===== src/rtl/crc_serial_check.sv =====
// Serial CRC checker: receives a payload followed by its CRC one bit at a time
// and reports whether the whole codeword leaves a zero remainder.
module crc_serial_check #(
    parameter int                DATA_W = 10,
    parameter int                CRC_W  = 9,
    parameter logic [CRC_W-1:0]  POLY   = 9'h103
) (
    input  logic              clk,
    input  logic              reset,
    input  logic              in_valid,
    input  logic              in_bit,
    input  logic              in_sof,
    output logic              busy,
    output logic              frame_done,
    output logic              crc_ok,
    output logic              crc_err,
    output logic [DATA_W-1:0] data_out,
    output logic [7:0]        err_count
);

    localparam int FRAME_W = DATA_W + CRC_W;
    localparam int CNT_W   = $clog2(FRAME_W + 1);

    typedef enum logic {IDLE, RECV} state_t;

    state_t             state;
    logic [CNT_W-1:0]   cnt;
    logic [CRC_W-1:0]   lfsr;
    logic [DATA_W-1:0]  payload;

    logic               fb;
    logic               start;
    logic               last_bit;
    logic [CRC_W-1:0]   lfsr_next;
    logic [CRC_W-1:0]   lfsr_first;

    always_comb begin
        fb         = lfsr[CRC_W-1] ^ in_bit;
        lfsr_next  = {lfsr[CRC_W-2:0], 1'b0} ^ (fb ? POLY : '0);
        // A new frame clocks its first bit into a cleared register.
        lfsr_first = in_bit ? POLY : '0;
        start      = in_valid && in_sof;
        last_bit   = (cnt == CNT_W'(FRAME_W - 1));
    end

    always_ff @(posedge clk or posedge reset) begin
        if (reset) begin
            state      <= IDLE;
            cnt        <= '0;
            lfsr       <= '0;
            payload    <= '0;
            busy       <= 1'b0;
            frame_done <= 1'b0;
            crc_ok     <= 1'b0;
            crc_err    <= 1'b0;
            data_out   <= '0;
            err_count  <= '0;
        end else begin
            frame_done <= 1'b0;
            // An in_sof always (re)starts a frame, even mid-frame in RECV.
            if (start) begin
                state   <= RECV;
                busy    <= 1'b1;
                cnt     <= CNT_W'(1);
                lfsr    <= lfsr_first;
                payload <= {{(DATA_W-1){1'b0}}, in_bit};
            end else if (state == RECV && in_valid) begin
                cnt  <= cnt + 1'b1;
                lfsr <= lfsr_next;
                if (cnt < CNT_W'(DATA_W))
                    payload <= {payload[DATA_W-2:0], in_bit};
                if (last_bit) begin
                    state      <= IDLE;
                    busy       <= 1'b0;
                    cnt        <= '0;
                    frame_done <= 1'b1;
                    data_out   <= payload;
                    crc_ok     <= (lfsr_next == '0);
                    crc_err    <= (lfsr_next != '0);
                    if (lfsr_next != '0 && err_count != 8'hFF)
                        err_count <= err_count + 8'd1;
                end
            end
        end
    end

endmodule


===== config.mk =====
export PLATFORM = sky130hd
export DESIGN_NAME = crc_serial_check
export DESIGN_NICKNAME = d
export VERILOG_FILES = /design/src/rtl/crc_serial_check.sv
export SDC_FILE = /design/constraint.sdc
export NUM_CORES = 1
export LEC_CHECK = 0
export ABC_AREA = 1
export ABC_CLOCK_PERIOD_IN_PS = 1690
export CAP_MARGIN = 10
export CELL_PAD_IN_SITES_DETAIL_PLACEMENT = 0
export CELL_PAD_IN_SITES_GLOBAL_PLACEMENT = 2
export CORE_ASPECT_RATIO = 0.7
export CORE_UTILIZATION = 36
export CTS_BUF_LIST = sky130_fd_sc_hd__clkbuf_4 sky130_fd_sc_hd__clkbuf_8
export CTS_CLUSTER_SIZE = 16
export DETAILED_ROUTE_END_ITERATION = 6
export GPL_TIMING_DRIVEN = 1
export PLACE_DENSITY_LB_ADDON = 0.2
export SLEW_MARGIN = 20
export SYNTH_ARGS = -nofsm -noshare
export SYNTH_HDL_FRONTEND = slang
export SYNTH_SLANG_ARGS = --single-unit

===== constraint.sdc =====
create_clock -name clk -period 1.69 [get_ports clk]
set_input_delay 0.338 -clock clk [delete_from_list [all_inputs] [get_ports clk]]
set_output_delay 0.338 -clock clk [all_outputs]
set_load 0.005 [all_outputs]

==> flow_metrics.env <==
export IMPL_status="finished, final reports clean"
export IMPL_synth_warnings=0
export IMPL_drcViolationCount=0
export IMPL_syn_area_sq_mm=0.002222
export IMPL_num_antenna_cells=0
export IMPL_die_h_um=67.74
export IMPL_clk_pin_slew_ps=90
export IMPL_cts_buffer_depth=2
export IMPL_layout_nets=284
export IMPL_hpwlAfterDp_um=3095
export IMPL_numCtsBuffers=5
export IMPL_setup_ws_ps=57.81
export IMPL_die_w_um=95.91
export IMPL_crit_chain="buf_4 > clkdlybuf4s50_1"
export IMPL_critPathMaxFanout=4
export IMPL_power_mw=2.292
export IMPL_globalRoute_totalOverflow=0
export IMPL_fin_crit_sh=0.9658
export IMPL_post_cts_buffers=0
export IMPL_preCtsSetupSlack_ps=-272.8
export IMPL_clk_latency_ps=300
export IMPL_place_congestion=0.7322
export IMPL_first_pass_iters=4
export IMPL_grt_pass1_vias=1493
export IMPL_worstPathArrival_ps=1290
export IMPL_routed_via_density=4.755
export IMPL_grt_pass1_wl_um=7438
export IMPL_synth_async_reset_ratio=1.000
export IMPL_max_freq_mhz=612.7
export IMPL_crit_type="reg2out"
export IMPL_grt_usage=0.1547
export IMPL_hp_class="in2async"
export IMPL_yosysSeqAreaShare=0.5180
export IMPL_initial_core_util=0.3804
export IMPL_tns_ps=0
export IMPL_die_area_sq_mm=0.006496
export IMPL_ys_flop_type="dfrtp_1"
export IMPL_io_buffers=26
export IMPL_wl_per_cell_um=12.46
export IMPL_cts_max_level=2
export IMPL_std_cell_rows=23
export IMPL_grt_max_degree=37
export IMPL_cp_buffers_inverters=2
export IMPL_synth_edf_count=0
export IMPL_setup_viol=0
export IMPL_period_minus_slack_ps=1632
export IMPL_avgSynthCellArea_sq_um=9.416
export IMPL_slew_headroom=0.7921
export IMPL_core_area_sq_mm=0.005842
export IMPL_antenna_left=0
export IMPL_slew_violations=0
export IMPL_p_leak_nw=1.288
export IMPL_synth_nets=245
export IMPL_cts_sinks=46
export IMPL_cp_data_required_time_ps=1350
export IMPL_vias=1669
export IMPL_critPathCaptureType="primary output"
export IMPL_io_pins=27
export IMPL_finalWirelength_um=4373
export IMPL_critical_path_top_delay_family="buffers and inverters"
export IMPL_area_delta_synth_final_pct=24.04
export IMPL_first_iter_violations=70
export IMPL_grt_antenna_before_repair=0
export IMPL_drive_gt1_frac=0.1848
export IMPL_cpPeakStageDelay_ps=500
export IMPL_startpoint_type="flip-flop"
export IMPL_fillCellCount=579
export IMPL_ys_types=31
export IMPL_cts_root_buf="clkbuf_8"
export IMPL_cts_resized=0
export IMPL_clock_skew_ps=7.606
export IMPL_synth_cells=236
export IMPL_ys_ff_latch=46
export IMPL_hold_buffers=0
export IMPL_cts_tree="built"
export IMPL_finalHoldViolCount=0
export IMPL_power_density_mw_per_mm2=831.4
export IMPL_slowest_stage="clkdlybuf4s50_1"
export IMPL_max_cap_violations=0
export IMPL_vdd_ir_drop_worst_mv=0.3592
export IMPL_tightest_slew_ps=308.6
-- layout by cell type, fill, tap and decap left out, types with 3 or more instances in the layout --
| cell | Yosys | final |
|---|---|---|
| o21ai_0 | 15 | 15 |
| buf_4 | 0 | 9 |
| dfrtp_1 | 46 | 41 |
| o22ai_1 | 7 | 7 |
| dfrtp_2 | 0 | 5 |
| nand3_1 | 17 | 17 |
| clkbuf_8 | 0 | 5 |
| nand2_2 | 5 | 5 |
| inv_1 | 31 | 30 |
| clkdlybuf4s50_1 | 0 | 25 |
| o21ai_2 | 10 | 10 |
| nand4_1 | 8 | 8 |
| ha_1 | 4 | 4 |
| buf_12 | 0 | 3 |
| nor2_1 | 9 | 8 |
| nand2_1 | 53 | 54 |
-- Yosys cell counts, types with 3 or more instances --
cell / n / area (sq um)
nand4_1: 8 / 50.05
buf_2: 3 / 15.01
nand2_2: 5 / 31.28
inv_1: 31 / 116.4
ha_1: 4 / 50.05
o22ai_1: 7 / 43.79
dfrtp_1: 46 / 1151
nand3_1: 17 / 85.08
o21ai_2: 10 / 87.58
o21ai_0: 15 / 75.07
nand2_1: 53 / 198.9
nor2_1: 9 / 33.78
-- report_power, final --
part | internal [mW] | leakage (nW) | switching (mW) | total (mW)
registers | 1.18 | 0.612 | 0.0593 | 1.24
logic | 0.137 | 0.632 | 0.204 | 0.341
clock network | 0.299 | 0.0447 | 0.410 | 0.709
total | 1.62 | 1.29 | 0.674 | 2.29
-- sequential cells by signal (all words and copies together), names as in the netlist --
register	flops
data_out	10
payload	10
lfsr	9
err_count	8
cnt	5
crc_err	1
crc_ok	1
frame_done	1
state	1
-- worst register-to-register path: stages, from the launching register on --
cell and delay [ps]:
dfrtp_1 400, inv_1 100, nand2_1 70, nand2_1 90
ha_1 150, nand3_1 90, nor2_2 180, nand2_2 140
nand3_4 130, nand2_1 60, nand2_1 60
-- worst paths after layout --
path | from | endpoint | slack (ps) | depth (start not counted)
worst max-delay path | err_count[0] | err_count[0] | 60 | 2
worst min-delay path | reset | cnt[0] | 280 | 2
worst max register to register | lfsr[8] | err_count[6] | 160 | 10
worst min register to register | data_out[4] | data_out[4] | 490 | 2
max in group asynchronous | reset | err_count[7] | 930 | 3
min in group clk | in_bit | payload[0] | 420 | 4
-- cells by family (layout without fill, tap and decap cells) --
kind of cell	Yosys count	in the layout	synth area share
and+or+nand+nor	103	104	0.2444
DFF	46	46	0.5180
buffers and inverters	40	79	0.08445
AOI/OAI and AO/OA	39	39	0.1149
adders and majority gates	4	4	0.02252
xor gates and xnor gates	4	4	0.01577
-- routing by layer --
layer	track usage	share of wire
met5	0	0
met4	0.05597	0.012
met2	0.2116	0.39
met3	0.03941	0.045
met1	0.2320	0.55
-- stage by stage --
stage,util,hold WS (ps),instances,cell area (sq um)
final,0.4718,280.3,351,2756
after global routing,0.4718,283.0,351,2756
after CTS,0.4693,282.7,350,2741
after detailed placement,0.4532,470.1,342,2648
after global placement,0.4532,464.0,342,2648
after floorplan,-,459.0,236,2222
-- final cells by class --
class | count | area [sq um] | area share
Timing Repair Buffer | 38 | 390.4 | 0.1416
Sequential cell | 46 | 1157 | 0.4199
Clock buffer | 5 | 68.82 | 0.02497
Multi-Input combinational cell | 151 | 889.6 | 0.3227
Tap cell | 75 | 93.84 | 0.03404
Clock inverter | 3 | 25.02 | 0.009079
Inverter | 33 | 131.4 | 0.04766
(Power assumes the default switching activity.)
